**config.mk**
```make
export PLATFORM = sky130hd
export DESIGN_NAME = block_tx_gearbox_flat
export DESIGN_NICKNAME = d
export VERILOG_FILES = /design/src/rtl/block_tx_gearbox_if.sv /design/src/rtl/block_tx_gearbox.sv /design/src/flat_wrapper.sv
export SDC_FILE = /design/constraint.sdc
export NUM_CORES = 1
export LEC_CHECK = 0
export ABC_AREA = 1
export BUFFER_PORTS_ARGS = -buffer_cell sky130_fd_sc_hd__buf_2
export CAP_MARGIN = 20
export CELL_PAD_IN_SITES_DETAIL_PLACEMENT = 0
export CELL_PAD_IN_SITES_GLOBAL_PLACEMENT = 1
export CORE_ASPECT_RATIO = 0.8
export CORE_MARGIN = 4
export CORE_UTILIZATION = 30
export CTS_CLUSTER_DIAMETER = 60
export DETAILED_ROUTE_END_ITERATION = 16
export HOLD_SLACK_MARGIN = 0.15
export PLACE_DENSITY = 0.71
export SLEW_MARGIN = 20
export SYNTH_ARGS = -nofsm -noshare
export SYNTH_HDL_FRONTEND = slang
export SYNTH_SLANG_ARGS = --single-unit
```
**constraint.sdc**
```tcl
create_clock -name i_clock -period 3.2 [get_ports i_clock]
set_input_delay 0.32 -clock i_clock [delete_from_list [all_inputs] [get_ports i_clock]]
set_output_delay 0.32 -clock i_clock [all_outputs]
set_load 0.01 [all_outputs]
```
**src/rtl/block_tx_gearbox_if.sv**
```systemverilog
// Encoder-side and PMA-side handshake bundle for the 66b->64b TX gearbox.
// Signal names are seen from the gearbox: i_* flow in, o_* flow out.
interface block_tx_gearbox_if #(
    parameter int NB_CODED_BLOCK = 66,
    parameter int NB_DATA_OUT    = NB_CODED_BLOCK - 2
);
    logic                      i_valid;
    logic [NB_CODED_BLOCK-1:0] i_data;
    logic                      i_sh_corrupt;
    logic                      o_ready;
    logic                      o_valid;
    logic [NB_DATA_OUT-1:0]    o_data;

    modport slave (
        input  i_valid, i_data, i_sh_corrupt,
        output o_ready, o_valid, o_data
    );

    modport master (
        output i_valid, i_data, i_sh_corrupt,
        input  o_ready, o_valid, o_data
    );
endinterface

```
**src/rtl/block_tx_gearbox.sv**
```systemverilog
// Packs 66-bit coded blocks into a continuous 64-bit word stream, MSB first.
// Every 33rd cycle drains the 64-bit residue while the encoder is held off.
module block_tx_gearbox #(
    parameter int NB_CODED_BLOCK = 66,
    parameter int NB_DATA_OUT    = NB_CODED_BLOCK - 2,
    parameter int N_PHASES       = NB_DATA_OUT / 2 + 1,
    parameter int NB_RESIDUE     = $clog2(NB_DATA_OUT + 1)
) (
    input  logic                    i_clock,
    input  logic                    i_reset,
    input  logic                    i_enable,
    block_tx_gearbox_if.slave       bus
);
    localparam int NB_COMB = NB_DATA_OUT + NB_CODED_BLOCK;
    localparam logic [NB_RESIDUE-1:0] R_FULL = NB_RESIDUE'(2 * (N_PHASES - 1));

    logic [NB_RESIDUE-1:0]     res_cnt_q, res_cnt_d;
    logic [NB_DATA_OUT-1:0]    res_buf_q, res_buf_d;
    logic [NB_DATA_OUT-1:0]    o_data_q, o_data_d;
    logic                      o_valid_q, o_valid_d;

    logic [NB_CODED_BLOCK-1:0] blk;
    logic [NB_COMB-1:0]        comb;
    logic [NB_RESIDUE:0]       shift_amt;
    logic [NB_CODED_BLOCK-1:0] keep_mask;

    // Residue is kept right-aligned with zeros above its R valid bits, so
    // {residue, block} holds the pending stream in its low R+66 bits.
    always_comb begin
        blk       = bus.i_sh_corrupt ? {2'b00, bus.i_data[NB_DATA_OUT-1:0]} : bus.i_data;
        comb      = {res_buf_q, blk};
        shift_amt = {1'b0, res_cnt_q} + (NB_RESIDUE + 1)'(2);
        keep_mask = ~({NB_CODED_BLOCK{1'b1}} << shift_amt);
    end

    always_comb begin
        res_cnt_d = res_cnt_q;
        res_buf_d = res_buf_q;
        o_data_d  = o_data_q;
        o_valid_d = 1'b0;
        if (i_enable) begin
            if (res_cnt_q == R_FULL) begin
                o_data_d  = res_buf_q;
                res_buf_d = '0;
                res_cnt_d = '0;
                o_valid_d = 1'b1;
            end else if (bus.i_valid) begin
                // Top 64 bits of the stream leave now; the block's low R+2 bits stay.
                o_data_d  = NB_DATA_OUT'(comb >> shift_amt);
                res_buf_d = NB_DATA_OUT'(blk & keep_mask);
                res_cnt_d = res_cnt_q + NB_RESIDUE'(2);
                o_valid_d = 1'b1;
            end
        end
    end

    always_ff @(posedge i_clock or negedge i_reset) begin
        if (!i_reset) begin
            res_cnt_q <= '0;
            res_buf_q <= '0;
            o_data_q  <= '0;
            o_valid_q <= 1'b0;
        end else begin
            res_cnt_q <= res_cnt_d;
            res_buf_q <= res_buf_d;
            o_data_q  <= o_data_d;
            o_valid_q <= o_valid_d;
        end
    end

    // Gated by reset so the encoder is never told "ready" while reset is held.
    assign bus.o_ready = i_enable && i_reset && (res_cnt_q != R_FULL);
    assign bus.o_valid = o_valid_q;
    assign bus.o_data  = o_data_q;
endmodule

```
**src/flat_wrapper.sv**
```systemverilog
// flat-port wrapper written by rule: the top's interface ports become plain ports
module block_tx_gearbox_flat 
#(
    parameter int NB_CODED_BLOCK = 66,
    parameter int NB_DATA_OUT    = NB_CODED_BLOCK - 2,
    parameter int N_PHASES       = NB_DATA_OUT / 2 + 1,
    parameter int NB_RESIDUE     = $clog2(NB_DATA_OUT + 1)
)
  (i_clock, i_reset, i_enable, bus_i_valid, bus_i_data, bus_i_sh_corrupt, bus_o_ready, bus_o_valid, bus_o_data);
  block_tx_gearbox_if #(.NB_CODED_BLOCK(NB_CODED_BLOCK), .NB_DATA_OUT(NB_DATA_OUT)) bus_i ();
  input  logic i_clock;
  input  logic i_reset;
  input  logic i_enable;
  input wire logic [$bits(bus_i.i_valid)-1:0] bus_i_valid;
  input wire logic [$bits(bus_i.i_data)-1:0] bus_i_data;
  input wire logic [$bits(bus_i.i_sh_corrupt)-1:0] bus_i_sh_corrupt;
  output wire logic [$bits(bus_i.o_ready)-1:0] bus_o_ready;
  output wire logic [$bits(bus_i.o_valid)-1:0] bus_o_valid;
  output wire logic [$bits(bus_i.o_data)-1:0] bus_o_data;
  assign bus_i.i_valid = bus_i_valid;
  assign bus_i.i_data = bus_i_data;
  assign bus_i.i_sh_corrupt = bus_i_sh_corrupt;
  assign bus_o_ready = bus_i.o_ready;
  assign bus_o_valid = bus_i.o_valid;
  assign bus_o_data = bus_i.o_data;
  block_tx_gearbox #(.NB_CODED_BLOCK(NB_CODED_BLOCK), .NB_DATA_OUT(NB_DATA_OUT), .N_PHASES(N_PHASES), .NB_RESIDUE(NB_RESIDUE)) u_core (.i_clock(i_clock), .i_reset(i_reset), .i_enable(i_enable), .bus(bus_i));
endmodule
```
### Word level (Yosys, flattened, before mapping)

Cells that the tools add are included.

| word-level totals | value |
|---|---|
| flip-flop bits (word level) | 136 |
| bits in latches | 0 |
| RAM bits | 0 |
| bits in read-only memories | 0 |
| input bits | 71 |
| output and inout bits | 66 |
| memories kept | 0 |

| operators by class | value |
|---|---|
| add/sub/neg operators | 2 |
| $mul | 0 |
| divide/modulo/power cells | 0 |
| $lt $le $gt $ge | 0 |
| equal/unequal tests | 2 |
| shifts and indexed selects | 2 |
| multiplexer cells | 10 |
| bitwise logic cells | 2 |
| reduce and logical (&&, ||, !) cells | 4 |

Operator list:

| operator | number |
|---|---|
| $mux W64 | 4 |
| $shr A130 B8 Y64 | 1 |
| $mux W66 | 1 |
| $shl A66 B8 Y64 const A | 1 |
| $and A64 B64 Y64 | 1 |
| $not A64 Y64 | 1 |
| $mux W7 | 2 |
| $add A7 B2 Y8 const B | 1 |
| $add A7 B2 Y7 const B | 1 |
| $eq A7 B7 Y1 const B | 1 |
| $ne A7 B7 Y1 const B | 1 |
| $mux W1 | 3 |
| $logic_and A1 B1 Y1 | 2 |
| $reduce_and A2 Y1 | 1 |
| $reduce_bool A2 Y1 | 1 |

### Logic depth before layout (Yosys ltp)

| logic depth | value |
|---|---|
| depth after elaboration | 6 |
| depth in mapped cells | 14 |
| mapped depth without buffers | 13 |

### Worst setup path before layout

OpenSTA, ideal clock, no wires.

| path | value |
|---|---|
| kind | reg2reg |
| start | reg u_core.res_cnt_q[1] |
| end | reg u_core.res_buf_q[31] |
| data arrival time | 1.600 ns |
| required time | 3.074 ns |
| slack | 1.474 ns |
| cell stages (with the launch flop) | 9 |
| buffers on the path | 0 |
| period minus slack after synthesis | 1.726 ns |
| path through | dfrtp_1 -> ha_1 -> nand3_2 -> xor2_2 -> nand2_1 -> nor2_2 -> inv_1 -> nand3_1 -> o21ai_0 |

| on the way | value |
|---|---|
| longest elaborated chain between the ends | 6 |
| elaborated cells on any way between the ends | 9 |
| classes of those cells | 1 x add/sub; 1 x eq/ne; 1 x shift; 2 x mux; 2 x bitwise; 2 x reduce/logical |

RTL lines:

| element | line | source |
|---|---|---|
| start, declared | block_tx_gearbox.sv:17 | `logic [NB_RESIDUE-1:0] res_cnt_q, res_cnt_d;` |
| start signal, assigned | block_tx_gearbox.sv:64 | `res_cnt_q <= res_cnt_d;` |
| $add A7 B2 Y8 | block_tx_gearbox.sv:32 | `shift_amt = {1'b0, res_cnt_q} + (NB_RESIDUE + 1)'(2);` |
| $shl A66 B8 Y64 | block_tx_gearbox.sv:33 | `keep_mask = ~({NB_CODED_BLOCK{1'b1}} << shift_amt);` |
| $not A64 Y64 | block_tx_gearbox.sv:33 |  |
| $and A64 B64 Y64 | block_tx_gearbox.sv:50 | `res_buf_d = NB_DATA_OUT'(blk & keep_mask);` |
| $mux W64 | block_tx_gearbox.sv:47 | `end else if (bus.i_valid) begin` |
| $mux W64 | block_tx_gearbox.sv:42 | `if (res_cnt_q == R_FULL) begin` |
| end signal, assigned | block_tx_gearbox.sv:65 | `res_buf_q <= res_buf_d;` |
| end, declared | block_tx_gearbox.sv:18 | `logic [NB_DATA_OUT-1:0] res_buf_q, res_buf_d;` |

Several ways; a longest one is shown, not always the timed one. The select of a mux whose other input is x is not followed.
A chain may end at the register's enable or synchronous reset.

### Worst setup path in the final report

| path | value |
|---|---|
| start | reg u_core.res_cnt_q[2] |
| end | out bus_o_ready |

| on the way | value |
|---|---|
| longest elaborated chain between the ends | 2 |

RTL lines:

| element | line | source |
|---|---|---|
| $ne A7 B7 Y1 | block_tx_gearbox.sv:72 | `assign bus.o_ready = i_enable && i_reset && (res_cnt_q != R_FULL);` |
| $logic_and A1 B1 Y1 | block_tx_gearbox.sv:72 |  |
| end, declared | flat_wrapper.sv:17 | `output wire logic [$bits(bus_i.o_ready)-1:0] bus_o_ready;` |

Every way passes these cells.

==> impl_metrics.py <==
metrics = {
    "timing": {
        "slew_viol_final": 0,
        "slew-limit-headroom_pct": 42.26,
        "worst_slack_ns": 0.4379,
        "period_share_pct": 86.32,
        "fmax_ghz": 0.3620,
        "rsz0062_at_grt": "false",
        "worst_slew_pin_slew_ns": 0.8661,
        "setup_viol": 0,
        "hold_viol": 0,
        "tns_ns": 0,
        "finClkSkew_ns": 0.01520,
        "period_needed_ns": 2.762,
    },
    "layout": {
        "nets": 2500,
        "multi_input_area_um2": 8871,
        "area_growth_pct": 13.87,
        "regArea_um2": 3395,
        "design_area_um2": 15240,
        "antenna_cells": 0,
        "drive_above_1_share_pct": 10.41,
        "fill_cells": 4910,
    },
    "route": {
        "first_pass_iters": 6,
        "drt_wl_total_um": 74220,
        "drt_iter0_markers": 2411,
        "viasPerCell": 5.750,
        "drc": 0,
        "routedWlPerCell_um": 24.45,
        "detail-route-antenna-nets": 0,
        "vias": 17460,
    },
    "global_route": {
        "grt.met2_usage_pct": 44.51,
        "antenna_found_initial": 1,
        "gr-total-overflow": 0,
        "use_met3_pct": 5.223,
        "grt_use_total_pct": 30.42,
        "busiest_layer": "met2",
        "grt_pass1_wl_um": 109800,
        "grt_start_max_net_pins": 112,
        "grtUsageMet1_pct": 43.90,
        "grt_pass1_vias": 16300,
    },
    "logic_synthesis": {
        "synthesis.area_um2": 13380,
        "synth.distinct_cells": 30,
        "synth_nets": 2459,
        "yosysTopAreaCellShare_pct": 31.72,
        "synth.most_common_cell": "nand2_1",
        "async_flop_share_pct": 100.0,
        "postSynthAreaPerCell_um2": 5.606,
        "synth_seq_cells": 135,
        "yosys_warnings": 0,
        "synthTopCellsByCount": "nand2_1, nand3_1, dfrtp_1",
        "synth_ff_type": "dfrtp_1",
        "synth-edff-count": 0,
        "netlist_instances": 2387,
        "ys_seq_area_share_pct": 25.25,
        "yosysTopAreaCell": "nand3_1",
        "synthTopCellsByArea": "nand3_1, nand2_1, dfrtp_1",
    },
    "flow_run": {
        "maxCapViolCount": 0,
    },
    "placed_design": {
        "place_hpwl_um": 56330,
        "place_congestion": 0.9901,
        "placed_area_um2": 14520,
        "place_worst_setup_slack_ns": 0.6419,
        "port_buffers": 136,
    },
    "clock_network": {
        "postCtsSetupBuffers": 0,
        "cts_made_buffers": 17,
        "clock_latency_ns": 0.46,
        "cts-root-buf": "clkbuf_16",
        "clockBufferDepth": 2,
        "tritoncts": "done",
        "clock_sinks": 135,
        "cts_max_level": 4,
        "clk_pin_slew_ns": 0.07,
    },
    "setup_path": {
        "critPathRequiredTime_ns": 2.88,
        "start_kind": "register",
        "cp_max_fo": 27,
        "startpoint": "u_core.res_cnt_q[2]",
        "endpoint_kind": "output port",
        "worstReg2RegStart": "u_core.res_cnt_q[1]",
        "cp.arrival_ns": 2.44,
        "criticalPathCategory": "register to output port",
    },
    "pwr": {
        "pwr_density_cell_nw_per_um2": 1289,
        "worst_ir_drop_vdd_uv": 460.1,
        "p_leak_uw": 0.007982,
    },
    "floorplan": {
        "ios": 137,
        "core-area_um2": 43650,
        "die_height_um": 196.9,
        "num_rows": 68,
        "start_util_pct": 30.66,
        "dieArea_um2": 48070,
        "die_w_um": 244.1,
    },
    "status": {
        "status": "finished, final reports clean",
    },
    "hold_path": {
        "min-delay-start": "bus_i_data[6]",
        "min-delay-path-class": "primary input to register",
    },
}
-- cell type report --
class	instances	area share, %
clock buffer	18	2.882
multi-input combinational	1993	58.22
timing repair buffer	192	8.450
tap	595	4.886
clock inverter	14	1.059
sequential	135	22.28
inverter	89	2.225
-- cells in the final DEF (no fill, tap or decap), drive strengths merged --
master       count
clkbuf          18
nand3          850
nand4            3
nand2          963
buf            180
dfrtp          135
dlygate4sd3     12
a21oi           40
nor2            60
o21ai           50
inv             92
ha               1
o31ai            1
clkinvlp         2
bufinv           2
xor2             4
o22ai            6
nand3b           8
a31oi            6
or2              1
clkinv           7
-- worst paths after layout --
kind / endpoint / slack [ns] / depth (start not counted)
worst min register to register: u_core.bus.o_data[53] / 0.48 / 2
worst max register to register: u_core.res_buf_q[27] / 0.52 / 9
worst max-delay path: bus_o_ready / 0.44 / 8
max in group asynchronous: u_core.bus.o_data[11] / 1.83 / 3
min in group asynchronous: u_core.res_buf_q[13] / 0.43 / 2
worst min-delay path: u_core.res_buf_q[6] / 0.17 / 3
-- where the power goes --
group	switching [uW]	internal, uW
clock	934	1190
combinational	10300	3910
sequential	922	2410
total	12100	7510
-- layer usage --
| layer | vias to the layer above | part of all wire [%] | wire length, um |
|---|---|---|---|
| li1 | 8038 | - | - |
| met1 | 8295 | 45 | 33190 |
| met2 | 973 | 42 | 30960 |
| met3 | 148 | 8.8 | 6540 |
| met4 | 2 | 4.7 | 3522 |
| met5 | - | 0.015 | 11 |
-- worst max-delay path, cell delays in order, from the launching register on --
cell and delay [ns]:
dfrtp_4 0.57, nor2_2 0.19, inv_2 0.07, nor2_4 0.20, nand2_4 0.19, inv_2 0.13
buf_4 0.34, nor2_1 0.11, buf_2 0.16
-- kinds of logic (layout without fill, tap and decap cells) --
family | count (synthesis) | in the layout | share of synthesized area, %
adders and majority gates | 1 | 1 | 0.09349
AOI/OAI and AO/OA | 103 | 103 | 4.011
and+or+nand+nor | 1885 | 1885 | 61.76
DFF | 135 | 135 | 25.25
buffers and inverters | 259 | 313 | 8.518
xor gates and xnor gates | 4 | 4 | 0.3740
-- state kept, by name, indices dropped and copies added, names as in the netlist --
signal	cells
u_core.res_buf_q	64
u_core.res_cnt_q	6
u_core.bus.o_valid	1
u_core.bus.o_data	64
-- through the flow --
step / hold WS [ns] / instances / util (%) / power, uW
after floorplan: 0.02441 / 2387 / - / 11850
after global placement: 0.3540 / 2992 / 33.26 / 17230
after detailed placement: 0.3531 / 2992 / 33.26 / 17160
after CTS: 0.1513 / 3036 / 34.91 / 19360
after global routing: 0.1565 / 3036 / 34.91 / 21080
final: 0.1671 / 3036 / 34.91 / 19650
-- repair_timing --
| action | 4_1_cts | 5_1_grt |
|---|---|---|
| hold endpoints to repair | 64 | 0 |
| hold buffers | 12 | 0 |
| gates resized for setup | 0 | 0 |
Power figures use the tool's default switching activity.
